[config.mk]
export PLATFORM = sky130hd
export DESIGN_NAME = audio_adc_receiver
export DESIGN_NICKNAME = d
export VERILOG_FILES = /design/src/rtl/audio_pkg.sv /design/src/rtl/audio_sync_edge.sv /design/src/rtl/audio_adc_receiver.sv
export SDC_FILE = /design/constraint.sdc
export NUM_CORES = 1
export LEC_CHECK = 0
export CAP_MARGIN = 20
export CORE_MARGIN = 1.5
export CORE_UTILIZATION = 42
export DETAILED_ROUTE_END_ITERATION = 8
export MAX_ROUTING_LAYER = met4
export PLACE_DENSITY = 0.69
export SYNTH_ARGS = -nofsm -noshare
export SYNTH_HDL_FRONTEND = slang
export SYNTH_SLANG_ARGS = --single-unit
export TNS_END_PERCENT = 30
[constraint.sdc]
create_clock -name clk -period 4.2 [get_ports clk]
set_clock_uncertainty 0.05 [all_clocks]
set_input_delay 0.42 -clock clk [delete_from_list [all_inputs] [get_ports clk]]
set_output_delay 0.42 -clock clk [all_outputs]
set_load 0.01 [all_outputs]
[src/rtl/audio_pkg.sv]
// Shared definitions for the audio codec capture path: FSM state encoding,
// default sample width and I2S channel-select values.
package audio_pkg;

    localparam int AUDIO_SAMPLE_WIDTH = 16;

    localparam logic LEFT_SLOT  = 1'b0;
    localparam logic RIGHT_SLOT = 1'b1;

    typedef enum logic [1:0] {
        ST_ALIGN = 2'd0,
        ST_LEFT  = 2'd1,
        ST_RIGHT = 2'd2
    } audio_state_e;

endpackage

[src/rtl/audio_sync_edge.sv]
// N-stage synchronizer for an asynchronous level input, producing a registered
// one-cycle pulse on each rising edge of the synchronized level.
module audio_sync_edge
    import audio_pkg::*;
#(
    parameter int STAGES = 2
) (
    input  logic clk,
    input  logic reset,
    input  logic d,
    output logic rise
);

    logic [STAGES-1:0] sync_q;
    logic              prev_q;

    // Shift the pin through the synchronizer and flag 0->1 transitions.
    always_ff @(posedge clk or posedge reset) begin
        if (reset) begin
            sync_q <= '0;
            prev_q <= 1'b0;
            rise   <= 1'b0;
        end else begin
            sync_q <= {sync_q[STAGES-2:0], d};
            prev_q <= sync_q[STAGES-1];
            rise   <= sync_q[STAGES-1] & ~prev_q;
        end
    end

endmodule

[src/rtl/audio_adc_receiver.sv]
// I2S ADC capture: oversamples bclk/adclrc/adcdat on clk, deserialises
// left/right words MSB-first and publishes stereo pairs on valid/ready.
// Optional sticky overrun flag built when AUDIO_RX_OVERRUN_EN is defined.
//
// state    | meaning
// ---------+-------------------------------------------------------------
// ALIGN    | discarding bits until a right->left word end is seen
// LEFT     | shifting in the left word
// RIGHT    | shifting in the right word; its end publishes the pair
module audio_adc_receiver
    import audio_pkg::*;
#(
    parameter int SAMPLE_WIDTH = AUDIO_SAMPLE_WIDTH,
    parameter int SYNC_STAGES  = 2
) (
    input  logic                    clk,
    input  logic                    reset,
    input  logic                    bclk,
    input  logic                    adclrc,
    input  logic                    adcdat,
    output logic [SAMPLE_WIDTH-1:0] data_left,
    output logic [SAMPLE_WIDTH-1:0] data_right,
    output logic                    valid,
    input  logic                    ready,
    output logic                    overrun
);

    localparam int                CNT_W   = $clog2(SAMPLE_WIDTH + 1);
    localparam logic [CNT_W-1:0]  CNT_MAX = CNT_W'(SAMPLE_WIDTH);

    logic                    bit_evt;
    logic [SYNC_STAGES-1:0]  lrc_sync_q;
    logic [SYNC_STAGES-1:0]  dat_sync_q;
    logic                    l_k;
    logic                    d_k;

    audio_state_e            state_q;
    logic                    seen_q;
    logic                    l_prev_q;
    logic [SAMPLE_WIDTH-1:0] shift_q;
    logic [CNT_W-1:0]        bit_cnt_q;
    logic [SAMPLE_WIDTH-1:0] hold_left_q;

    logic [SAMPLE_WIDTH-1:0] shift_ins;
    logic                    active;
    logic                    word_end;
    logic                    publish;
    logic                    latch_left;
    logic                    align;

    audio_sync_edge #(.STAGES(SYNC_STAGES)) u_bclk_sync (
        .clk   (clk),
        .reset (reset),
        .d     (bclk),
        .rise  (bit_evt)
    );

    // Word select and data share the bclk synchronizer depth so all three stay aligned.
    always_ff @(posedge clk or posedge reset) begin
        if (reset) begin
            lrc_sync_q <= '0;
            dat_sync_q <= '0;
        end else begin
            lrc_sync_q <= {lrc_sync_q[SYNC_STAGES-2:0], adclrc};
            dat_sync_q <= {dat_sync_q[SYNC_STAGES-2:0], adcdat};
        end
    end

    assign l_k = lrc_sync_q[SYNC_STAGES-1];
    assign d_k = dat_sync_q[SYNC_STAGES-1];

    // Place the current bit at its MSB-first position and decode word boundaries.
    always_comb begin
        shift_ins = shift_q;
        for (int i = 0; i < SAMPLE_WIDTH; i++) begin
            if (int'(bit_cnt_q) == SAMPLE_WIDTH - 1 - i) begin
                shift_ins[i] = d_k;
            end
        end
        active     = bit_evt && seen_q;
        word_end   = (l_k != l_prev_q);
        publish    = active && (state_q == ST_RIGHT) && word_end && (l_prev_q == RIGHT_SLOT);
        latch_left = active && (state_q == ST_LEFT) && word_end && (l_prev_q == LEFT_SLOT);
        align      = active && (state_q == ST_ALIGN) && word_end &&
                     (l_prev_q == RIGHT_SLOT) && (l_k == LEFT_SLOT);
    end

    // Capture FSM: shift register, saturating bit counter and left holding register.
    always_ff @(posedge clk or posedge reset) begin
        if (reset) begin
            state_q     <= ST_ALIGN;
            seen_q      <= 1'b0;
            l_prev_q    <= 1'b0;
            shift_q     <= '0;
            bit_cnt_q   <= '0;
            hold_left_q <= '0;
        end else if (bit_evt) begin
            seen_q   <= 1'b1;
            l_prev_q <= l_k;
            if (seen_q) begin
                case (state_q)
                    ST_ALIGN: begin
                        if (align) begin
                            state_q   <= ST_LEFT;
                            shift_q   <= '0;
                            bit_cnt_q <= '0;
                        end
                    end
                    ST_LEFT, ST_RIGHT: begin
                        if (word_end) begin
                            shift_q   <= '0;
                            bit_cnt_q <= '0;
                            if (latch_left) begin
                                hold_left_q <= shift_ins;
                                state_q     <= ST_RIGHT;
                            end else if (publish) begin
                                state_q <= ST_LEFT;
                            end else begin
                                // Word select disagrees with the slot we expected: resync.
                                state_q <= ST_ALIGN;
                            end
                        end else begin
                            shift_q <= shift_ins;
                            if (bit_cnt_q != CNT_MAX) begin
                                bit_cnt_q <= bit_cnt_q + CNT_W'(1);
                            end
                        end
                    end
                    default: state_q <= ST_ALIGN;
                endcase
            end
        end
    end

    // Output pair and valid; a publish wins over a same-cycle accept.
    always_ff @(posedge clk or posedge reset) begin
        if (reset) begin
            data_left  <= '0;
            data_right <= '0;
            valid      <= 1'b0;
        end else if (publish) begin
            data_left  <= hold_left_q;
            data_right <= shift_ins;
            valid      <= 1'b1;
        end else if (valid && ready) begin
            valid <= 1'b0;
        end
    end

`ifdef AUDIO_RX_OVERRUN_EN
    logic overrun_q;

    // Sticky flag: a pair was replaced before the sink took it.
    always_ff @(posedge clk or posedge reset) begin
        if (reset) begin
            overrun_q <= 1'b0;
        end else if (publish && valid && !ready) begin
            overrun_q <= 1'b1;
        end
    end

    assign overrun = overrun_q;
`else
    assign overrun = 1'b0;
`endif

endmodule

==> results_dict.tcl <==
set metrics [dict create \
    status "completed" \
    synth-edff-count 0 \
    nNetsFinal 351 \
    placed_area_um2 3866 \
    clockBufferDepth 2 \
    pre_cts_ws_ns 1.764 \
    netlist_area_um2 3436 \
    antenna_found_initial 0 \
    insertion_delay_ns 0.35 \
    diodes 0 \
    port_buffers 38 \
    synth_nets 317 \
    timing.critical_path.cells "inv_1, ha_1, nand4b_1, or4b_1, nand3_1" \
    wl_mm 6.354 \
    seq_area_um2 2052 \
    ctsResizeCount 0 \
    final_core_util_pct 53.17 \
    p_leak_uw 0.001957 \
    grt_pass1_vias 2239 \
    dr.pass1.iters 4 \
    fin_crit_sh_pct 57.48 \
    max_freq_mhz 414.2 \
    hold_buffers 0 \
    layout-drive-gt1-share_pct 12.61 \
    startpoint_type "flip-flop" \
    synth_flop_cell "dfrtp_1" \
    drt_iter0_drc 100 \
    fin_crit_ns 2.414 \
    dieArea_um2 8732 \
    clk_pin_slew_worst_paths_ns 0.08 \
    fp.dieW_um 93.45 \
    syn_area_per_cell_um2 11.38 \
    cp.required_ns 4.43 \
    overflow 0 \
    htree_levels 3 \
    cp_slowest_cell "or4b_1" \
    cap_viol_max_count 0 \
    tightest_slew_ns 0.9340 \
    num_vias 2244 \
    netlist_instances 302 \
    grt_pass1_wl_mm 10.76 \
    slowest_delay_ns 0.71 \
    via_per_inst 5.065 \
    powerDensity_nw_per_um2 498.3 \
    cts_sinks 82 \
    fin_ws_ns 1.786 \
    postRouteAntennaNets 0 \
    root_buffer "clkbuf_8" \
    synth_warnings 0 \
    synthToLayoutAreaGrowth_pct 20.83 \
    gp_congestion 0.8033 \
    yosysSeqAreaShare_pct 59.72 \
    drc 0 \
    setup-violations-final 0 \
    hpwl_mm 4.181 \
    timing.slew.headroom_pct 37.73 \
    rows 32 \
    async_flop_share_pct 100.0 \
    arrival_ns 2.65 \
    track_usage_pct 16.60 \
    finalHoldViolCount 0 \
    coreArea_um2 7807 \
    fillCellCount 688 \
    crit_type "flip-flop to flip-flop" \
    drv_slew 0 \
    initial_utilization_pct 44.01 \
    ys_ff_latch 82 \
    cts_buffers 9 \
    setup_tns_ns 0 \
    cp_top_family "simple AND/OR/NAND/NOR gates" \
    grt_max_degree 59 \
    hold_class "input port to asynchronous set/reset pin" \
    rsz0062_at_grt "false" \
    synth_cell_type_count 39 \
    dieHeight_um 93.45 \
    multi_input_area_um2 1264 \
    crit_fanout 21 \
    cts_setup_buffers 0 \
    ir_drop_mv 0.3391 \
    endpoint_kind "flip-flop" \
    wire_per_inst_um 14.34 \
    io_pins 40 \
    path_buf_inv 1 \
    postLayoutCellArea_um2 4151 \
    cts_tree "built" \
]
-- synthesized netlist by cell type (2+ instances only) --
cell	instances	area, um2
o21ai_0	17	85.08
and3_1	4	25.02
nand2_1	27	101.4
nor3_1	2	10.01
a21oi_1	32	160.2
inv_1	7	26.28
dfrtp_1	82	2052
buf_2	9	45.04
mux2_2	18	202.7
buf_4	3	22.52
nand4b_1	3	26.28
clkbuf_1	5	18.77
nor2b_1	2	12.51
ha_1	9	112.6
nand3_1	5	25.02
nor2_1	37	138.9
mux2i_1	16	160.2
a21o_1	3	22.52
-- per-stage QoR --
stage	total power, uW	hold WS (ns)	instances
global placement	1328	0.2880	426
CTS	2093	0.3100	442
floorplan	1235	0.2812	302
finish	2069	0.2866	443
detailed placement	1346	0.2873	426
global route	2181	0.3091	443
-- routing by layer --
metal | GRT usage (%) | wire [um] | up-vias
met5 | - | 0 | -
met4 | 4.798 | 85 | 0
met3 | 5.041 | 240 | 9
met2 | 26.39 | 3034 | 44
met1 | 20.52 | 2993 | 1093
li1 | - | - | 1098
-- path summary, 6_finish.rpt --
| check | startpoint | endpoint | slack, ns | depth (start not counted) |
|---|---|---|---|---|
| worst max-delay path | state_q[0] | bit_cnt_q[2] | 1.79 | 5 |
| worst min-delay path | reset | data_left[1] | 0.29 | 2 |
| worst max register to register | state_q[0] | bit_cnt_q[2] | 1.79 | 5 |
| worst min register to register | u_bclk_sync.sync_q[0] | u_bclk_sync.sync_q[1] | 0.31 | 0 |
| max in group asynchronous | reset | shift_q[5] | 2.91 | 4 |
| min in group clk | u_bclk_sync.sync_q[0] | u_bclk_sync.sync_q[1] | 0.31 | 0 |
-- registers in the layout, indices dropped and copies added (netlist names), 5 cells and up --
register	cells
data_right	16
bit_cnt_q	5
shift_q	16
data_left	16
hold_left_q	16
-- layout by cell type, fill, tap and decap left out, types with 2 or more instances in the layout --
cell type,count
dfrtp_1,82
clkdlybuf4s50_1,38
nor2_1,36
a21oi_1,32
nand2_1,27
mux2_2,18
o21ai_0,17
mux2i_1,16
ha_1,9
clkbuf_8,9
inv_1,6
nand3_1,5
bufinv_16,4
nand4b_1,3
and3_1,3
a21o_1,3
nor2b_1,2
nor3_1,2
buf_4,2
-- layout make-up --
class                      instances  share of cell area, %
tap                              102                  3.074
inverter                           7                 0.6631
multi-input combinational        195                  30.44
clock buffer                      10                  3.074
clock inverter                     6                  3.315
timing repair buffer              41                  10.01
sequential                        82                  49.43
-- worst register-to-register path, stage by stage (launching register included) --
cell and delay [ns]:
dfrtp_1 0.39, inv_1 0.08, ha_1 0.39, nand4b_1 0.65
or4b_1 0.71, nand3_1 0.08
-- report_power, final --
group / total (uW) / internal (uW) / switching [uW]
clock: 739 / 458 / 281
sequential: 983 / 905 / 78.6
combinational: 346 / 162 / 184
-- kinds of logic (layout without fill, tap and decap cells) --
kind of cell	after synthesis	in the layout	synth area share, %
other cells	1	1	0.1091
compound gates	59	59	9.432
fa+ha+maj	9	9	3.278
buf+inv	25	64	3.605
xor+xnor	1	1	0.4735
simple gates	90	90	12.38
flops	82	82	59.72
mux	35	35	11.00
No activity file was read; power rests on OpenSTA's default activity.
